`src/rtl/rx_frame_guard.sv`:
```
// Receive-side frame guard: forwards only whole AXIS frames, truncates overlong ones and
// closes frames cut by a link reset. Optional counters are enabled by RX_FRAME_GUARD_STATS_EN.
module rx_frame_guard #(
  parameter int MAX_BEATS = 190
) (
  input  logic         clk,
  input  logic         rst,
  input  logic         link_reset,
  input  logic [511:0] rx_in_tdata,
  input  logic [63:0]  rx_in_tkeep,
  input  logic         rx_in_tlast,
  input  logic         rx_in_tuser,
  input  logic         rx_in_tvalid,
  output logic [511:0] rx_out_tdata,
  output logic [63:0]  rx_out_tkeep,
  output logic         rx_out_tlast,
  output logic         rx_out_tuser,
  output logic         rx_out_tvalid
`ifdef RX_FRAME_GUARD_STATS_EN
  ,
  output logic [31:0]  frames_good,
  output logic [31:0]  frames_bad,
  output logic [31:0]  frames_aborted
`endif
);

  localparam int CNT_W = $clog2(MAX_BEATS + 1);

  typedef enum logic [1:0] {
    SYNC,
    IDLE,
    FRAME,
    DROP
  } state_t;

  state_t             state_q, state_d;
  logic [CNT_W-1:0]   beats_q, beats_d;
  logic               valid_q, valid_d;
  logic               last_q, last_d;
  logic               user_q, user_d;
  logic [511:0]       data_q, data_d;
  logic [63:0]        keep_q, keep_d;

  always_ff @(posedge clk or posedge rst) begin
    if (rst) begin
      state_q <= SYNC;
      beats_q <= '0;
      valid_q <= 1'b0;
      last_q  <= 1'b0;
      user_q  <= 1'b0;
    end else begin
      state_q <= state_d;
      beats_q <= beats_d;
      valid_q <= valid_d;
      last_q  <= last_d;
      user_q  <= user_d;
    end
  end

  // Payload carries no reset: it is only meaningful while valid_q is high.
  always_ff @(posedge clk) begin
    data_q <= data_d;
    keep_q <= keep_d;
  end

  always_comb begin
    state_d = state_q;
    beats_d = beats_q;
    valid_d = 1'b0;
    last_d  = 1'b0;
    user_d  = 1'b0;
    data_d  = rx_in_tdata;
    keep_d  = rx_in_tkeep;

    if (link_reset) begin
      state_d = SYNC;
      beats_d = '0;
      // Only an open frame needs closing; the incoming beat is dropped either way.
      if (state_q == FRAME) begin
        valid_d = 1'b1;
        last_d  = 1'b1;
        user_d  = 1'b1;
        data_d  = '0;
        keep_d  = 64'h1;
      end
    end else begin
      case (state_q)
        SYNC, DROP: begin
          if (rx_in_tvalid && rx_in_tlast) begin
            state_d = IDLE;
          end
        end
        IDLE: begin
          if (rx_in_tvalid) begin
            valid_d = 1'b1;
            last_d  = rx_in_tlast;
            user_d  = rx_in_tuser;
            if (!rx_in_tlast) begin
              beats_d = CNT_W'(1);
              state_d = FRAME;
            end
          end
        end
        FRAME: begin
          if (rx_in_tvalid) begin
            valid_d = 1'b1;
            last_d  = rx_in_tlast;
            user_d  = rx_in_tuser;
            if (rx_in_tlast) begin
              beats_d = '0;
              state_d = IDLE;
            end else if (beats_q == CNT_W'(MAX_BEATS - 1)) begin
              // This beat fills the frame: close it as a bad frame and skip the rest.
              last_d  = 1'b1;
              user_d  = 1'b1;
              beats_d = '0;
              state_d = DROP;
            end else begin
              beats_d = beats_q + CNT_W'(1);
            end
          end
        end
        default: begin
          state_d = SYNC;
          beats_d = '0;
        end
      endcase
    end
  end

  assign rx_out_tdata  = data_q;
  assign rx_out_tkeep  = keep_q;
  assign rx_out_tlast  = last_q;
  assign rx_out_tuser  = user_q;
  assign rx_out_tvalid = valid_q;

`ifdef RX_FRAME_GUARD_STATS_EN
  logic        good_inc, bad_inc, abort_inc;
  logic [31:0] frames_good_q, frames_bad_q, frames_aborted_q;

  // A closing beat is upstream's own tlast unless link_reset fired or tlast was forced.
  assign good_inc  = valid_d & last_d & ~user_d;
  assign bad_inc   = valid_d & last_d & user_d & rx_in_tlast & ~link_reset;
  assign abort_inc = valid_d & last_d & (link_reset | ~rx_in_tlast);

  always_ff @(posedge clk or posedge rst) begin
    if (rst) begin
      frames_good_q    <= '0;
      frames_bad_q     <= '0;
      frames_aborted_q <= '0;
    end else begin
      if (good_inc && frames_good_q != 32'hFFFF_FFFF) begin
        frames_good_q <= frames_good_q + 32'd1;
      end
      if (bad_inc && frames_bad_q != 32'hFFFF_FFFF) begin
        frames_bad_q <= frames_bad_q + 32'd1;
      end
      if (abort_inc && frames_aborted_q != 32'hFFFF_FFFF) begin
        frames_aborted_q <= frames_aborted_q + 32'd1;
      end
    end
  end

  assign frames_good    = frames_good_q;
  assign frames_bad     = frames_bad_q;
  assign frames_aborted = frames_aborted_q;
`endif

endmodule

```
`config.mk`:
```
export PLATFORM = sky130hd
export DESIGN_NAME = rx_frame_guard
export DESIGN_NICKNAME = d
export VERILOG_FILES = /design/src/rtl/rx_frame_guard.sv
export SDC_FILE = /design/constraint.sdc
export NUM_CORES = 1
export LEC_CHECK = 0
export CAP_MARGIN = 20
export CORE_AREA = 2 2 447 449
export DETAILED_ROUTE_END_ITERATION = 8
export DIE_AREA = 0 0 449 451
export PLACE_DENSITY = 0.35
export SLEW_MARGIN = 20
export SYNTH_ARGS = -nofsm -noshare
export SYNTH_HDL_FRONTEND = slang
export SYNTH_SLANG_ARGS = --single-unit
export TNS_END_PERCENT = 5
```
`constraint.sdc`:
```
create_clock -name clk -period 2.2 [get_ports clk]
set_clock_uncertainty 0.05 [all_clocks]
set_input_delay 0.44 -clock clk [delete_from_list [all_inputs] [get_ports clk]]
set_output_delay 0.44 -clock clk [all_outputs]
set_load 0.005 [all_outputs]
```
# After elaboration in Yosys (flattened, before gate mapping)
# Index checks and enable logic that the tools add are counted.
# totals
regBits	589
in_bits	582
out_inout_bits	579
# classes
addsub	1
eq_ne	9
n_mux	35
reduce_logical	7
# op_table
operator	count
2-to-1 mux 512 bit	2
2-to-1 mux 64 bit	2
2-to-1 mux 8 bit	6
case mux 8 bit (2 select lines)	1
2-to-1 mux 1 bit	14
2-to-1 mux 2 bit	7
!= test 3 bit (second input constant)	4
adder 8 x 1 -> 8 bit (second input constant)	1
equality test 8 bit (second input constant)	1
case mux 2 bit (3 select lines)	1
AND reduction 5 bit	1
equality test 2 bit (second input constant)	2
!= test 4 x 3 -> 1 bit (second input constant)	1
case mux 1 bit (2 select lines)	2
AND reduction 4 bit	1
OR reduction 2 bit	2
nonzero test 3 bit	1
equality test 2 x 1 -> 1 bit (second input constant)	1
logical NOT 2 bit	1
logical AND 1 bit	1

# Longest topological paths before layout
# Gate-level depths: netlist of run 1.
# depth
ltp_word	6
mapped_depth	6

# Worst setup path after synthesis of run 1
# OpenSTA, ideal clock, no wires.
# synth_timing
path_kind	reg-to-reg
from	reg state_q[1]
to	reg state_q[0]
setup_time_ns	0.125
t_arrival_ns	1.449
t_required_ns	2.025
slack_ns	0.576
stages_incl_launch_ff	7
path_buffers	0
period_less_slack_ns	1.624
cell_sequence	dfrtp_1 -> inv_1 -> ha_1 -> or2_1 -> a21oi_1 -> o31ai_2 -> mux2_4
# synth_via
elab_chain_len	4
# synth_rtl
element	line_no	rtl
start, declared	36	state_t state_q, state_d;
start signal, assigned	52	state_q <= state_d;
equality test 2 bit / logical NOT 2 bit (equally long branches)	87	case (state_q)
OR reduction 2 bit	87	
!= test 3 bit (no source line) / case mux 2 bit (3 select lines) (equally long branches)	-	
AND reduction 5 bit (no source line) / 2-to-1 mux 2 bit (equally long branches)	-	
# Several ways; a longest one is shown, not always the timed one.
# A chain may end at the register's enable or synchronous reset.

# Worst setup path after layout of run 1
# layout_timing
from	reg data_q[346] (netlist: rx_out_tdata[346])
to	out rx_out_tdata[346]
# layout_lines
element	line_no	rtl
start, declared	41	logic [511:0] data_q, data_d;
start signal, assigned	62	data_q <= data_d;
end, declared	14	output logic [511:0] rx_out_tdata,
# No word-level cell between the ends.

==> metrics.txt, run 1 <==
Design Area, Final=0.0343 sq mm; WP data required=1.71 ns; DIE HEIGHT=451 um; crit-path max cell delay=0.56 ns; TritonCTS clock tree=built; Post-DP HPWL=98.6 mm; status=complete, no violations; Synth Flop Type=dfxtp_1; CTS Root Cell=clkbuf_16; routed vias/inst=2.63; Setup TNS=0 ns; simple-gate share of the synthesized area=23.4%; Pwr Density=938 mW/mm^2; worst slack, placed=-0.0123 ns; Post-Syn Area=0.0162 sq mm; final period utilization=95.8%; Routed Antenna Nets=0; Cells after Synth=1300; grt peak-use layer=met2; largest family of logic cells by synthesized area=simple AND/OR/NAND/NOR gates; initial DRC count=637; Setup CP Type=flop to output pin; Seq/Total Area, Yosys=73.3%; asr flop ratio synth=2.21%; routed wire length=117 mm; via count=13800; initial antenna violation count=67; RSZ-0062 raised after global routing=no; clk buf depth=3; clk_lat worst skew=0.69 ns; post-synth cell types=36; Layout area overhead=112%; EDFF count, synth=0; port bufs=1160; Worst path slowest cell=clkdlybuf4s50_1; H-tree depth=3; Syn Area/Cell=12.4 sq um; GR Overflow Total=0; die area=0.202 sq mm; Mapped Nets=1886; clk sink count=589; TritonCTS Buffers=79; met2 Usage GRT=16.7%; number of global-route vias before repair=13900; routed length per placed instance=22.1 um; Slew HR=61.3%; Die X=449 um; Starting Density=8.16%; CP Cell Sequence=clkdlybuf4s50_1; DRC viols=0; Critical Path Start Type=flop; GRT Util Overall=11.1%; CP top delay family=buffers and inverters; crit path time final=2.11 ns; first-pass iteration count of the detailed router=5; Max Cap Viol=0; VDD IR max=0.000526 V; synth warn=0; area post-placement=0.0315 sq mm; post-CTS setup repair buffer count=0; row count=164; Clk pin slew, worst setup/hold paths=0.06 ns; GPL Wtd Cong=0.884; first-pass GRT wire length=146 mm; Static Leak=13.0 nW; final cell count without fillers=5270; Synth Area in XOR/XNOR=0.162%; Final Util=17.3%; Total Nets Final=3108; top achievable clock speed=0.474 GHz; io pins=1161; Seq cells post-synth=589; Hold Crit Class=input pin to flop; Synth Area in Compound Gates=0.983%; Pwr Total=32.2 mW; final hold vios=0; worst-path maximum fanout=1; Setup Viol. Count Final=0; Hold Slack=0.252 ns; final setup margin=0.0916 ns; Worst EP arrival=1.62 ns; mux share of post-synthesis cell area=0.155%; largest net degree at the start of global routing=83; Crit path buffers/inverters=1; core area=0.198 sq mm; met3 Usage GRT=6.16%; max-slew violation count=0; placed instance count=5096; endpoint type of the worst setup path=output pin; share of cells above drive strength 1=8.97%; met1 global-route usage=13.2%; Post-Synth Adder-Cell Area=0.309%; Worst-Margin Slew=0.580 ns
## cell type report
cell class | instances | area [sq um]
Fill cell | 22000 | 164000
Timing Repair Buffer | 1205 | 12100
Sequential cell | 589 | 12000
Multi-Input combinational cell | 640 | 4060
Tap cell | 2656 | 3320
Clock buffer | 113 | 2280
Clock inverter | 32 | 523
Antenna cell | 28 | 70.1
Inverter | 7 | 26.3
## cell families after synthesis
kind of cell	after synthesis
flip-flops	589
multiplexers	2
AO/OA/AOI/OAI	21
adder cells (fa/ha/maj)	4
XOR/XNOR	3
AND/OR/NAND/NOR	610
buffers and inverters	71
## final timing paths
check | from | end | slack [ns] | depth (start not counted)
worst max register to register | state_q[0]$_DFFE_PP0P_ | beats_q[7]$_DFFE_PP0P_ | 0.27 | 5
min in group asynchronous | rst | beats_q[1]$_DFFE_PP0P_ | 0.64 | 3
worst min-delay path | rx_in_tdata[357] | rx_out_tdata[357]$_DFF_P_ | 0.25 | 2
max in group asynchronous | rst | rx_out_tlast$_DFF_PP0_ | 1.07 | 3
worst min register to register | beats_q[1]$_DFFE_PP0P_ | beats_q[1]$_DFFE_PP0P_ | 0.50 | 2
worst max-delay path | rx_out_tdata[346]$_DFF_P_ | rx_out_tdata[346] | 0.09 | 1
## state kept, by name, indices dropped and copies added (netlist names)
register and flops:
beats_q 8, rx_out_tdata 512, rx_out_tkeep 64, rx_out_tlast 1, rx_out_tuser 1, rx_out_tvalid 1
state_q 2
## metal layers
layer	up-vias	share of wire [%]
met5	-	0.045
met4	8	2.9
met3	188	12
met2	751	44
met1	6439	41
li1	6463	-
## cells in the final DEF, fill, tap and decap left out, types with 4 or more instances in the layout
master | netlist | routed
clkbuf_16 | 0 | 80
buf_4 | 0 | 25
ha_1 | 4 | 4
dlygate4sd2_1 | 0 | 124
a21oi_1 | 5 | 5
bufinv_16 | 0 | 8
and2_1 | 578 | 578
clkinv_16 | 0 | 4
nand2_1 | 7 | 6
dfxtp_4 | 0 | 27
clkbuf_8 | 0 | 15
dfxtp_1 | 576 | 529
dfrtp_1 | 13 | 13
diode_2 | 0 | 28
clkbuf_1 | 63 | 18
dfxtp_2 | 0 | 20
o21ai_0 | 4 | 4
clkdlybuf4s50_1 | 0 | 1027
clkinv_2 | 0 | 10
nor2_1 | 8 | 8
buf_12 | 0 | 24
inv_1 | 7 | 7
## cells in the mapped netlist (2+ instances only)
master,number,area [sq um]
o21ai_0,4,20.0
o211ai_1,2,15.0
ha_1,4,50.1
and2_1,578,3620
dfrtp_1,13,325
xnor2_1,2,17.5
inv_1,7,26.3
and3_1,3,18.8
nand2_1,7,26.3
nor2_1,8,30.0
nand2b_1,2,12.5
clkbuf_1,63,236
o31ai_1,3,22.5
dfxtp_1,576,11500
a21oi_1,5,25.0
or3_1,3,18.8
## timing repair
| item | 4_1_cts | 5_1_grt |
|---|---|---|
| endpoints found under the setup margin | 137 | 2 |
| hold buffers | 1 | 0 |
| hold endpoints to repair | 13 | 0 |
| gates cloned | 0 | 0 |
| resized for setup | 203 | 3 |
## where the power goes
group          leakage (nW)  switching [mW]  internal (mW)
sequential             5.05           0.662           11.9
combinational          6.61            2.28           3.48
clock                  1.36            5.64           8.25
No activity file was read; power rests on OpenSTA's default activity.
==> inputs of run 2 (changes only) <==
--- a/config.mk
+++ b/config.mk
@@ -5,10 +5,12 @@
 export SDC_FILE = /design/constraint.sdc
 export NUM_CORES = 1
 export LEC_CHECK = 0
+export ABC_AREA = 1
 export CAP_MARGIN = 20
-export CORE_AREA = 2 2 447 449
+export CORE_AREA = 2 2 452 454
+export CTS_CLUSTER_DIAMETER = 40
 export DETAILED_ROUTE_END_ITERATION = 8
-export DIE_AREA = 0 0 449 451
+export DIE_AREA = 0 0 454 456
 export PLACE_DENSITY = 0.35
 export SLEW_MARGIN = 20
 export SYNTH_ARGS = -nofsm -noshare
==> run 2 against run 1 <==
  * First-iteration DRC count down 9.7%
  * Critical path depth unchanged
  * Hold slack worse by 0.12 ns
  * Global-route usage up 1.4 points
  * Power up 23%
  * Core utilization up 0.95 points
  * Sequential power about the same
  * Fmax down 0.21%
  * Clock power up 54%
  * Cell count up 14%
  * Via count up 17%
  * Critical endpoint is now rx_out_tdata[170]
  * Highest routed layer unchanged
==> metrics.txt, run 2 <==
RSZ-0062 raised after global routing=no; Max Cap Viol=0; share of cells above drive strength 1=11.7%; count leader, synth=inv_1; Synth Area in Compound Gates=0.242%; row count=165; max-slew violation count=0; via count=16200; largest family of logic cells by synthesized area=buffers and inverters; asr flop ratio synth=2.21%; Setup TNS=0 ns; Design Area, Final=0.0369 sq mm; routed wire length=133 mm; initial DRC count=575; clk_lat worst skew=0.76 ns; Cells after Synth=1918; Static Leak=17.1 nW; final period utilization=96.0%; Synth Flop Type=dfxtp_1; Crit path buffers/inverters=1; Comb pwr share=14.5%; final cell count without fillers=6007; Clk pin slew, worst setup/hold paths=0.05 ns; Stages on worst setup path=1; Pwr Density=1070 mW/mm^2; placed instance count=5744; first-pass iteration count of the detailed router=5; Seq/Total Area, Yosys=69.6%; crit-path max cell delay=0.56 ns; Hold Slack=0.127 ns; number of global-route vias before repair=17000; Critical Path Start Type=flop; WP data required=1.71 ns; Final Util=18.3%; DRC viols=0; Die X=454 um; GRT Util Overall=12.5%; switch share=26.9%; synth warn=0; Clk pwr share=54.0%; max FFs per register=512; Setup Viol. Count Final=0; Switch Pwr=10.6 mW; Post-DP HPWL=115 mm; Worst-Margin Slew=0.561 ns; leading post-synthesis cells by cell area=dfxtp_1, inv_1, nor2_1, dfrtp_1, buf_2; Total Nets Final=3800; Synth top cells by count=inv_1, nor2_1, dfxtp_1, buf_2, nand2_1; Mapped Nets=2504; GPL Wtd Cong=0.904; post-CTS setup repair buffer count=0; Worst EP arrival=1.62 ns; core area=0.202 sq mm; VDD IR max=0.000670 V; most frequent cells in the layout=clkdlybuf4s50_1, inv_1, nor2_1; Syn Area/Cell=8.88 sq um; TritonCTS clock tree=built; port bufs=1160; # fillers=22600; initial antenna violation count=44; first-pass GRT wire length=169 mm; CP Cell Sequence=clkdlybuf4s50_1; final hold vios=0; Setup CP Type=flop to output pin; Worst path slowest cell=clkdlybuf4s50_1; reg2reg path depth=7; GR Overflow Total=0; area post-placement=0.0321 sq mm; Synth Area in XOR/XNOR=0%; worst-path maximum fanout=1; Sequential Area=0.0119 sq mm; endpoint type of the worst setup path=output pin; most common cell after layout, fill and taps aside=clkdlybuf4s50_1; Starting Density=8.44%; Hold Crit Class=input pin to flop; H-tree depth=4; EDFF count, synth=0; TritonCTS Buffers=139; die area=0.207 sq mm; clk sink count=589; crit path time final=2.11 ns; largest net degree at the start of global routing=76; routed length per placed instance=22.2 um; Slew HR=62.6%; hold depth=3; status=complete, no violations; Seq cells post-synth=589; CTS Root Cell=clkbuf_16; top achievable clock speed=0.473 GHz; DIE HEIGHT=456 um; share of the synthesized area in the top cell type=67.7%; mux share of post-synthesis cell area=0%; Routed Antenna Nets=0; area of the multi-input gates=0.00258 sq mm; routed vias/inst=2.70; Internal=28.9 mW; simple-gate share of the synthesized area=14.6%; Post-Synth Adder-Cell Area=0.294%; Layout area overhead=117%; clk buf depth=3; Post-Syn Area=0.0170 sq mm; area leader, netlist=dfxtp_1; io pins=1161; post-synth cell types=20; sequential power share=31.5%; CP top delay family=buffers and inverters
[run 2: logic make-up (layout without fill, tap and decap cells)]
logic type,count (synthesis),in the layout
buffers and inverters,666,2077
adders and majority gates,4,4
AOI/OAI and AO/OA,8,8
and+or+nand+nor,651,651
DFF,589,589
other,0,6
[run 2: area by class of cell]
type	count	share of cell area (%)
well taps	2672	9.07
multi-input cells	663	7.00
diodes	6	0.0407
clock inverters	81	2.92
inverters	601	6.14
repair buffers	1220	32.1
clock buffers	175	10.4
flip-flops and latches	589	32.4
[run 2: worst min-delay path, stage by stage]
cell,delay (ns)
clkdlybuf4s50_1,0.39
inv_1,0.05
nor2_1,0.03
[run 2: worst paths after layout]
check                                          start                         to  slack, ns
max in group asynchronous                        rst     rx_out_tuser$_DFF_PP0_       1.14
setup reg to reg              state_q[0]$_DFFE_PP0P_  rx_out_tdata[105]$_DFF_P_       0.26
hold reg to reg               state_q[0]$_DFFE_PP0P_     state_q[0]$_DFFE_PP0P_       0.47
setup / recovery           rx_out_tdata[170]$_DFF_P_          rx_out_tdata[170]       0.09
hold / removal                      rx_in_tdata[380]  rx_out_tdata[380]$_DFF_P_       0.13
min in group asynchronous                        rst    rx_out_tvalid$_DFF_PP0_       0.56
[run 2: repair_timing]
item | 4_1_cts | 5_1_grt
hold endpoints to repair | 13 | 0
hold buffers | 1 | 0
endpoints found under the setup margin | 247 | 6
resized for setup | 299 | 7
[run 2: through the flow]
stage | worst slack (ns) | power, mW
after global routing | 0.000398 | 41.3
after detailed placement | 0.0629 | 18.9
final | 0.0871 | 39.5
after global placement | 0.0652 | 19.0
after floorplan | 0.766 | 13.7
after CTS | -0.120 | 40.5
[run 2: power by group through the flow]
stage	Sequential, mW	Clock, mW	Combinational [mW]
floorplan	12.6	0	1.18
global placement	12.7	0	6.29
detailed placement	12.7	0	6.27
CTS	12.5	22.0	5.98
global route	12.6	22.5	6.23
finish	12.5	21.4	5.72
[run 2: metal layers]
metal,vias up,routed length [um],GRT usage (%)
li1,7864,-,-
met5,-,13,0
met1,7441,49900,13.2
met3,214,10600,4.60
met2,725,69800,23.1
met4,2,3010,3.33
